### config.mk
export PLATFORM = sky130hd
export DESIGN_NAME = or_trigger_unit_flat
export DESIGN_NICKNAME = d
export VERILOG_FILES = /design/src/rtl/or_trigger_unit_if.sv /design/src/rtl/or_trigger_unit.sv /design/src/flat_wrapper.sv
export SDC_FILE = /design/constraint.sdc
export NUM_CORES = 1
export LEC_CHECK = 0
export ABC_AREA = 1
export CAP_MARGIN = 5
export CORE_MARGIN = 2
export CORE_UTILIZATION = 47
export CTS_CLUSTER_DIAMETER = 150
export DETAILED_ROUTE_END_ITERATION = 7
export HOLD_SLACK_MARGIN = 0.08
export PLACE_DENSITY = 0.88
export REMOVE_ABC_BUFFERS = 1
export SLEW_MARGIN = 20
export SYNTH_ARGS = -nofsm -noshare
export SYNTH_HDL_FRONTEND = slang
export SYNTH_SLANG_ARGS = --single-unit
### constraint.sdc
create_clock -name clk -period 3.2 [get_ports clk]
set_input_delay 0.32 -clock clk [delete_from_list [all_inputs] [get_ports clk]]
set_output_delay 0.32 -clock clk [all_outputs]
set_load 0.02 [all_outputs]
### src/rtl/or_trigger_unit_if.sv
// Channel, configuration and trigger-output bundle for or_trigger_unit.
// master drives the front-end/config side; slave is the trigger unit.
interface or_trigger_unit_if #(
    parameter int N_CH  = 4,
    parameter int CNT_W = 16
);
    localparam int TW = $clog2(N_CH + 1);

    logic [N_CH-1:0]  ch_in;
    logic [N_CH-1:0]  mask;
    logic [1:0]       mode;
    logic [TW-1:0]    thr;
    logic             clr_count;
    logic             trig_out;
    logic             busy;
    logic [N_CH-1:0]  hit_latch;
    logic [CNT_W-1:0] trig_count;

    modport master (
        output ch_in, mask, mode, thr, clr_count,
        input  trig_out, busy, hit_latch, trig_count
    );

    modport slave (
        input  ch_in, mask, mode, thr, clr_count,
        output trig_out, busy, hit_latch, trig_count
    );
endinterface

### src/rtl/or_trigger_unit.sv
// N-channel OR/AND/majority trigger with fixed pulse, dead time and hit latch.
// Optional trigger counter enabled by defining COINC_COUNTER_EN.
module or_trigger_unit #(
    parameter int N_CH  = 4,
    parameter int HOLD  = 4,
    parameter int DEAD  = 8,
    parameter int CNT_W = 16
) (
    input  logic clk,
    input  logic rst,
    or_trigger_unit_if.slave bus
);
    localparam int TW   = $clog2(N_CH + 1);
    localparam int CMAX = (HOLD > DEAD) ? HOLD : DEAD;
    localparam int CW   = $clog2(CMAX + 1);

    typedef enum logic [1:0] {
        S_IDLE,
        S_FIRE,
        S_DEAD
    } state_t;

    logic [N_CH-1:0] s1_q;
    logic [N_CH-1:0] s2_q;
    logic [N_CH-1:0] m;
    logic [TW-1:0]   pop;
    logic            cond_d;
    logic            cond_prev_q;
    logic            trig_ev;
    logic            fire;

    state_t          state_q;
    logic [CW-1:0]   cnt_q;
    logic            trig_q;
    logic            busy_q;
    logic [N_CH-1:0] hit_q;

    always_ff @(posedge clk) begin
        if (rst) begin
            s1_q        <= '0;
            s2_q        <= '0;
            cond_prev_q <= 1'b0;
        end else begin
            s1_q        <= bus.ch_in;
            s2_q        <= s1_q;
            cond_prev_q <= cond_d;
        end
    end

    assign m = s2_q & bus.mask;

    always_comb begin
        pop = '0;
        for (int i = 0; i < N_CH; i++) begin
            pop = pop + TW'(m[i]);
        end
    end

    // An empty mask disables triggering regardless of mode.
    always_comb begin
        cond_d = 1'b0;
        unique case (bus.mode)
            2'b00:   cond_d = |m;
            2'b01:   cond_d = (m == bus.mask);
            2'b10:   cond_d = (bus.thr != '0) && (pop >= bus.thr);
            default: cond_d = 1'b0;
        endcase
        if (bus.mask == '0) begin
            cond_d = 1'b0;
        end
    end

    assign trig_ev = cond_d & ~cond_prev_q;
    assign fire    = (state_q == S_IDLE) && trig_ev;

    always_ff @(posedge clk) begin
        if (rst) begin
            state_q <= S_IDLE;
            cnt_q   <= '0;
            trig_q  <= 1'b0;
            busy_q  <= 1'b0;
            hit_q   <= '0;
        end else begin
            unique case (state_q)
                S_IDLE: begin
                    if (trig_ev) begin
                        state_q <= S_FIRE;
                        trig_q  <= 1'b1;
                        busy_q  <= 1'b1;
                        hit_q   <= m;
                        cnt_q   <= CW'(HOLD - 1);
                    end
                end
                S_FIRE: begin
                    if (cnt_q == '0) begin
                        trig_q <= 1'b0;
                        if (DEAD > 0) begin
                            state_q <= S_DEAD;
                            cnt_q   <= CW'(DEAD - 1);
                        end else begin
                            state_q <= S_IDLE;
                            busy_q  <= 1'b0;
                        end
                    end else begin
                        cnt_q <= cnt_q - 1'b1;
                    end
                end
                S_DEAD: begin
                    if (cnt_q == '0) begin
                        state_q <= S_IDLE;
                        busy_q  <= 1'b0;
                    end else begin
                        cnt_q <= cnt_q - 1'b1;
                    end
                end
                default: begin
                    state_q <= S_IDLE;
                    trig_q  <= 1'b0;
                    busy_q  <= 1'b0;
                end
            endcase
        end
    end

    assign bus.trig_out  = trig_q;
    assign bus.busy      = busy_q;
    assign bus.hit_latch = hit_q;

`ifdef COINC_COUNTER_EN
    logic [CNT_W-1:0] tcnt_q;
    logic [CNT_W-1:0] tcnt_d;

    // Clear beats a coincident increment; the count sticks at all-ones.
    always_comb begin
        tcnt_d = tcnt_q;
        if (bus.clr_count) begin
            tcnt_d = '0;
        end else if (fire && (tcnt_q != '1)) begin
            tcnt_d = tcnt_q + 1'b1;
        end
    end

    always_ff @(posedge clk) begin
        if (rst) begin
            tcnt_q <= '0;
        end else begin
            tcnt_q <= tcnt_d;
        end
    end

    assign bus.trig_count = tcnt_q;
`else
    logic unused_clr;
    logic unused_fire;

    assign unused_clr     = bus.clr_count;
    assign unused_fire    = fire;
    assign bus.trig_count = '0;
`endif

endmodule

### src/flat_wrapper.sv
// flat-port wrapper written by rule: the top's interface ports become plain ports
module or_trigger_unit_flat 
#(
    parameter int N_CH  = 4,
    parameter int HOLD  = 4,
    parameter int DEAD  = 8,
    parameter int CNT_W = 16
)
  (clk, rst, bus_ch_in, bus_mask, bus_mode, bus_thr, bus_clr_count, bus_trig_out, bus_busy, bus_hit_latch, bus_trig_count);
  or_trigger_unit_if #(.N_CH(N_CH), .CNT_W(CNT_W)) bus_i ();
  input  logic clk;
  input  logic rst;
  input wire logic [$bits(bus_i.ch_in)-1:0] bus_ch_in;
  input wire logic [$bits(bus_i.mask)-1:0] bus_mask;
  input wire logic [$bits(bus_i.mode)-1:0] bus_mode;
  input wire logic [$bits(bus_i.thr)-1:0] bus_thr;
  input wire logic [$bits(bus_i.clr_count)-1:0] bus_clr_count;
  output wire logic [$bits(bus_i.trig_out)-1:0] bus_trig_out;
  output wire logic [$bits(bus_i.busy)-1:0] bus_busy;
  output wire logic [$bits(bus_i.hit_latch)-1:0] bus_hit_latch;
  output wire logic [$bits(bus_i.trig_count)-1:0] bus_trig_count;
  assign bus_i.ch_in = bus_ch_in;
  assign bus_i.mask = bus_mask;
  assign bus_i.mode = bus_mode;
  assign bus_i.thr = bus_thr;
  assign bus_i.clr_count = bus_clr_count;
  assign bus_trig_out = bus_i.trig_out;
  assign bus_busy = bus_i.busy;
  assign bus_hit_latch = bus_i.hit_latch;
  assign bus_trig_count = bus_i.trig_count;
  or_trigger_unit #(.N_CH(N_CH), .HOLD(HOLD), .DEAD(DEAD), .CNT_W(CNT_W)) u_core (.clk(clk), .rst(rst), .bus(bus_i));
endmodule
==> reports/qor.tcl, run 1 <==
set qor(result_of_the_run) {complete, no violations}
set qor(io-pin-count) 38
set qor(max_freq_mhz) 349
set qor(syn_avg_cell_area_sq_um) 7.19
set qor(netlist.top_cell.by_area) {sky130_fd_sc_hd__dfxtp_1}
set qor(pin_count_of_the_biggest_net_entering_global_routing) 18
set qor(drt_wl_total_um) 2220
set qor(core_area_sq_mm) 0.00273
set qor(slew_viol_final) 0
set qor(yosys.cell_types.count) 24
set qor(yosysWarningCount) 0
set qor(synthesis.area_sq_mm) 0.00134
set qor(antenna_found_initial) 0
set qor(clock_skew_ns) 0.00181
set qor(ctsResizeCount) 0
set qor(power.net_switching_w) 0.000224
set qor(critical_path_class) {input port to flip-flop}
set qor(worstPathRequired_ns) 3.42
set qor(routed_wire_length_per_instance_um) 9.31
set qor(critPathLaunchType) {input port}
set qor(clk_transition_reported_paths_ns) 0.12
set qor(crit_arrival_ns) 3.09
set qor(tritoncts) {done}
set qor(first_global_vias) 1010
set qor(share_seq_of_total_power_pct) 46.4
set qor(grt_remaining_overflow) 0
set qor(cts-hold-fix-buffers) 0
set qor(p_leak_nw) 0.752
set qor(layout.core_utilization_pct) 56.3
set qor(final.period_utilization_pct) 89.5
set qor(synth_area_leaders) {sky130_fd_sc_hd__dfxtp_1 31%, sky130_fd_sc_hd__buf_4 9.5%, sky130_fd_sc_hd__ha_1 9.4%}
set qor(vias_per_cell) 4.55
set qor(worst_skew_pair.late_latency_ns) 0.31
set qor(cts_post_setup_buffers_inserted) 0
set qor(cts_made_buffers) 3
set qor(drtPass1Iterations) 4
set qor(gpl.final_weighted_congestion) 0.825
set qor(diodes) 0
set qor(pwr_density_cell_mw_per_mm2) 412
set qor(ys.flop_type) {sky130_fd_sc_hd__dfxtp_1}
set qor(placement.io_buffers) 20
set qor(synth_top_area_share_pct) 31.4
set qor(area.growth.synth_to_final_pct) 15.1
set qor(ys_async_sr_fraction_pct) 0
set qor(final.setup.tns_ns) 0
set qor(placed_cells) 235
set qor(chipHeight_um) 57.3
set qor(report.final.setup_viol) 0
set qor(synth_commonest_cells) {32 x sky130_fd_sc_hd__inv_1, 32 x sky130_fd_sc_hd__nand2_1, 21 x sky130_fd_sc_hd__dfxtp_1, 21 x sky130_fd_sc_hd__nor2_1, 17 x sky130_fd_sc_hd__buf_4}
set qor(final-instance-count-excl-fill) 239
set qor(cts_num_sinks) 21
set qor(synth.yosys.seq_area_share_pct) 31.4
set qor(grt_setup_unrepaired) {no}
set qor(internal_power_w) 0.000410
set qor(synthCells) 186
set qor(cts_root_buf) {sky130_fd_sc_hd__clkbuf_4}
set qor(die_w_um) 57.3
set qor(fp-row-count) 19
set qor(dp_hpwl_um) 1770
set qor(drcViolationCount) 0
set qor(worst_hold_path_type) {flip-flop to flip-flop}
set qor(fin_crit_ns) 2.86
set qor(timing.critical_path.to_type) {flip-flop}
set qor(power.ir.vdd_worst_mv) 0.234
set qor(postSynthRegisterBits) 21
set qor(via_count) 1087
set qor(final_net_count) 236
set qor(drv_cap) 0
set qor(first_pass_grt_wire_length_um) 3940
set qor(first_iter_violations) 47
set qor(synth_edf_count) 0
set qor(die_area_sq_mm) 0.00329
set qor(drive_above_1_share_pct) 10.1
set qor(initial_cell_density_of_the_core_pct) 48.9
set qor(power.clock.fraction_pct) 21.4
set qor(gr-usage-all-layers_pct) 15.2
set qor(cp_max_fo) 11
set qor(count_of_final_hold_check_violations) 0
set qor(switching_share_pct) 35.3
set qor(combPwrFrac_pct) 32.2
set qor(power.total_w) 0.000634
set qor(h_tree_levels) 1
set qor(clock_buffer_depth) 2
set qor(antenna_left) 0
[final cells by class]
cell class                 count  area, sq um
clock buffer                   3         22.5
clock inverter                 1         7.51
fill                         250         1190
inverter                      35          131
multi-input combinational    125          696
sequential                    21          420
tap                           31         38.8
timing repair buffer          23          223
[power by group through the flow]
| stage | logic [W] | clock network (W) | registers (W) |
|---|---|---|---|
| 5_1_grt | 0.000232 | 0.000152 | 0.000297 |
| 4_1_cts | 0.000206 | 0.000141 | 0.000294 |
| 6_report | 0.000205 | 0.000136 | 0.000294 |
| 3_3_place_gp | 0.000199 | 0 | 0.000299 |
| 2_1_floorplan | 0.000143 | 0 | 0.000303 |
| 3_5_place_dp | 0.000204 | 0 | 0.000300 |
[kinds of logic after synthesis]
group | count (synthesis) | synth area share, %
AOI/OAI and AO/OA | 21 | 9.54
xor gates and xnor gates | 2 | 1.31
adders and majority gates | 11 | 10.9
buffers and inverters | 55 | 20.8
DFF | 21 | 31.4
other | 1 | 0.280
and+or+nand+nor | 75 | 25.8
[registers in the layout, indices dropped and copies added (netlist names)]
signal,cells
u_core.state_q,2
u_core.cnt_q,4
u_core.s2_q,4
u_core.bus.busy,1
u_core.s1_q,4
u_core.cond_prev_q,1
u_core.bus.hit_latch,4
u_core.bus.trig_out,1
[worst max-delay path, stage by stage]
cell	delay, ns
sky130_fd_sc_hd__clkdlybuf4s50_1	0.47
sky130_fd_sc_hd__nand2_1	0.09
sky130_fd_sc_hd__ha_1	0.32
sky130_fd_sc_hd__fa_1	0.43
sky130_fd_sc_hd__ha_1	0.30
sky130_fd_sc_hd__ha_1	0.30
sky130_fd_sc_hd__nand3_1	0.09
sky130_fd_sc_hd__nand3_1	0.08
sky130_fd_sc_hd__nand2_1	0.05
sky130_fd_sc_hd__nand2_1	0.08
sky130_fd_sc_hd__nand3_2	0.10
sky130_fd_sc_hd__nand2_2	0.21
sky130_fd_sc_hd__nand2_1	0.11
sky130_fd_sc_hd__nand2_1	0.09
sky130_fd_sc_hd__a21oi_2	0.05
[stage by stage]
| step | hold WS, ns | cell area (sq um) | setup WS, ns |
|---|---|---|---|
| after global placement | 0.392 | 1510 | 0.0544 |
| after CTS | 0.409 | 1540 | 0.335 |
| after detailed placement | 0.392 | 1510 | -0.0120 |
| final | 0.408 | 1540 | 0.335 |
| after global routing | 0.431 | 1540 | 0.187 |
| after floorplan | 0.382 | 1250 | 0.706 |
[layout by cell type, fill, tap and decap left out, drive strengths merged, types with 2 or more instances in the layout]
cell	count
nand3b	2
a21oi	15
dfxtp	21
inv	35
clkdlybuf4s50	20
nand3	17
o21ai	5
conb	16
ha	10
clkbuf	3
xor2	2
nor2	22
buf	3
nand2	33
[final timing paths]
check | from | to | slack [ns] | cells after the start
max | bus_mask[0] | u_core.state_q[1] | 0.34 | 15
min | u_core.s1_q[3] | u_core.s2_q[3] | 0.41 | 2
max reg2reg | u_core.s2_q[0] | u_core.state_q[1] | 0.46 | 14
min reg2reg | u_core.s1_q[3] | u_core.s2_q[3] | 0.41 | 2
[routing by layer]
layer	GRT usage, %	part of all wire [%]	wire length, um
met4	7.97	2.2	49
met3	1.36	3.2	72
met5	0	0	0
met1	18.2	47	1040
met2	26.8	48	1060
No activity file was read; power rests on OpenSTA's default activity.
==> run 2: changes to the inputs <==
Settings changed: CORE_UTILIZATION 47 to 58, DONT_BUFFER_PORTS set to 1, GPL_ROUTABILITY_DRIVEN set to 0, PLACE_DENSITY 0.88 to 0.83.
==> reports/qor.tcl, run 2 (synthesis results as in run 1) <==
set qor(clock_buffer_depth) 2 ;# unchanged
set qor(worst_hold_path_type) {input port to flip-flop}
set qor(count_of_final_hold_check_violations) 0 ;# unchanged
set qor(gr-usage-all-layers_pct) 19.5 ;# +4.3 points
set qor(global_route.usage.met2_pct) 36.1 ;# +9.3 points
set qor(power.net_switching_w) 0.000211 ;# -6.0%
set qor(antenna_found_initial) 0 ;# unchanged
set qor(first_pass_grt_wire_length_um) 3920 ;# -0.51%
set qor(preCtsSetupSlack_ns) 0.464 ;# +0.476 ns
set qor(globalRouteMet3Util_pct) 4.60 ;# +3.2 points
set qor(final.period_utilization_pct) 87.3 ;# -2.2 points
set qor(nFillCells) 211 ;# -16%
set qor(power.clock.fraction_pct) 20.6 ;# -0.8 points
set qor(cp_max_fo) 11 ;# unchanged
set qor(routed_wire_length_per_instance_um) 10.3 ;# +11%
set qor(vias_per_cell) 4.82 ;# +5.9%
set qor(layout.core_utilization_pct) 60.3 ;# +4.0 points
set qor(drv_cap) 0 ;# unchanged
set qor(first_global_vias) 1000 ;# -0.99%
set qor(clk_transition_reported_paths_ns) 0.11 ;# about the same
set qor(slew_viol_final) 0 ;# unchanged
set qor(critPathLaunchType) {flip-flop}
set qor(worstPathRequired_ns) 3.37 ;# -0.05 ns
set qor(power.total_w) 0.000597 ;# -5.9%
set qor(p_leak_nw) 0.670 ;# -11%
set qor(combPwrFrac_pct) 29.1 ;# -3.1 points
set qor(layout_setup_ws_ns) 0.406 ;# +0.0707 ns
set qor(drcViolationCount) 0 ;# unchanged
set qor(via_count) 1031 ;# -5.2%
set qor(drt_wl_total_um) 2200 ;# -0.94%
set qor(area.sequential_sq_um) 420 ;# unchanged
set qor(dp_hpwl_um) 1760 ;# -0.77%
set qor(switching_share_pct) 35.3 ;# -0.046 points
set qor(die_area_sq_mm) 0.00271 ;# -18%
set qor(slew-limit-headroom_pct) 59.8
set qor(final_net_count) 214 ;# -9.3%
set qor(internal_power_w) 0.000387 ;# -5.8%
set qor(clock_skew_ns) 0.00198 ;# +0.000172 ns
set qor(antenna_left) 0 ;# unchanged
set qor(holdWs_ns) 0.106 ;# -0.302 ns
set qor(area.growth.synth_to_final_pct) -1.31
set qor(placement.io_buffers) 0 ;# -100%
set qor(cts_root_buf) {sky130_fd_sc_hd__clkbuf_4}
set qor(pwr_density_cell_mw_per_mm2) 453 ;# +9.8%
set qor(ctsResizeCount) 0 ;# unchanged
set qor(grt_remaining_overflow) 0 ;# unchanged
set qor(drtPass1Iterations) 4 ;# unchanged
set qor(first_iter_violations) 18 ;# -62%
set qor(cts_made_buffers) 3 ;# unchanged
set qor(multi_input_area_sq_um) 696 ;# unchanged
set qor(result_of_the_run) {complete, no violations}
set qor(timing.critical_path.to_type) {flip-flop}
set qor(share_seq_of_total_power_pct) 50.3 ;# +3.9 points
set qor(chipHeight_um) 52.0 ;# -9.3%
set qor(use_met1_pct) 20.6 ;# +2.5 points
set qor(drive_above_1_share_pct) 9.68 ;# -0.42 points
set qor(core_area_sq_mm) 0.00219 ;# -20%
set qor(crit_arrival_ns) 2.96 ;# -0.13 ns
set qor(initial_cell_density_of_the_core_pct) 61.1 ;# +12 points
set qor(tritoncts) {done}
set qor(h_tree_levels) 1 ;# unchanged
set qor(critical_path_class) {flip-flop to flip-flop}
set qor(cts_num_sinks) 21 ;# unchanged
set qor(diodes) 0 ;# unchanged
set qor(power.ir.vdd_worst_mv) 0.278 ;# +19%
set qor(final.setup.tns_ns) 0 ;# unchanged
set qor(grt_setup_unrepaired) {no}
set qor(pin_count_of_the_biggest_net_entering_global_routing) 17 ;# -1
set qor(io-pin-count) 38 ;# unchanged
set qor(layout_common_cells) {32 x sky130_fd_sc_hd__nand2_1, 32 x sky130_fd_sc_hd__inv_1, 21 x sky130_fd_sc_hd__nor2_1, 21 x sky130_fd_sc_hd__dfxtp_1, 16 x sky130_fd_sc_hd__conb_1}
set qor(worst_pin_slew_ns) 0.600
set qor(routing_layer_with_the_top_usage_in_global_route) {met2}
set qor(fp-row-count) 17 ;# -2
set qor(die_w_um) 52.0 ;# -9.3%
set qor(fin_crit_ns) 2.79 ;# -0.0707 ns
set qor(worst_skew_pair.late_latency_ns) 0.30 ;# about the same
set qor(max_freq_mhz) 358 ;# +2.5%
set qor(report.final.setup_viol) 0 ;# unchanged
run 2: changes by cell type in the layout (fill, tap and decap cells not counted):
cell and delta:
sky130_fd_sc_hd__clkdlybuf4s50_1 -20, sky130_fd_sc_hd__buf_4 -3, sky130_fd_sc_hd__clkinv_2 +1, sky130_fd_sc_hd__clkinvlp_4 -1
sky130_fd_sc_hd__dlygate4sd3_1 +1
run 2: power by group through the flow:
stage / registers, W / clock network, W / logic (W)
after floorplan: 0.000303 / 0 / 0.000143
after detailed placement: 0.000307 / 0 / 0.000168
after CTS: 0.000301 / 0.000129 / 0.000173
final: 0.000301 / 0.000123 / 0.000174
after global routing: 0.000303 / 0.000143 / 0.000199
after global placement: 0.000305 / 0 / 0.000159
run 2: final timing paths:
kind | end | cells after the start | from | slack, ns
worst max-delay path | u_core.state_q[0] | 14 | u_core.s2_q[0] | 0.41
worst max register to register | u_core.state_q[0] | 14 | u_core.s2_q[0] | 0.41
worst min-delay path | u_core.s1_q[2] | 2 | bus_ch_in[2] | 0.11
worst min register to register | u_core.s2_q[2] | 2 | u_core.s1_q[2] | 0.41
run 2: worst max-delay path: stages (launching register included):
cell and delay, ns:
sky130_fd_sc_hd__dfxtp_1 0.35, sky130_fd_sc_hd__nand2_1 0.09, sky130_fd_sc_hd__ha_1 0.32, sky130_fd_sc_hd__fa_1 0.43, sky130_fd_sc_hd__ha_1 0.29, sky130_fd_sc_hd__ha_1 0.30
sky130_fd_sc_hd__nand3_1 0.07, sky130_fd_sc_hd__nand3_1 0.08, sky130_fd_sc_hd__nand2_1 0.05, sky130_fd_sc_hd__nand2_1 0.09, sky130_fd_sc_hd__nand3_2 0.10, sky130_fd_sc_hd__nand2_2 0.22
sky130_fd_sc_hd__nand2_1 0.12, sky130_fd_sc_hd__nand2_1 0.08, sky130_fd_sc_hd__a21oi_1 0.06
run 2: final cells by class:
class,instances,area share [%]
Timing Repair Buffer,1,0.758
Tap cell,28,2.65
Clock buffer,3,1.71
Inverter,35,9.95
Clock inverter,1,0.379
Multi-Input combinational cell,125,52.7
Sequential cell,21,31.8
run 2: what timing repair did:
| action | CTS | global route |
|---|---|---|
| hold endpoints to repair | 16 | 0 |
| hold buffers | 1 | 0 |
| buffers inserted | 0 | 0 |
run 2: routing by layer:
metal	part of all wire, %	wire length, um	vias up
li1	-	-	539
met1	42	916	463
met2	52	1140	24
met3	5.0	111	5
met4	1.8	40	0
met5	0	0	-
run 2: per-stage QoR:
step                cell area (sq um)  cells
finish                           1320    214
global route                     1320    214
CTS                              1320    214
detailed placement               1280    209
global placement                 1280    209
floorplan                        1250    181
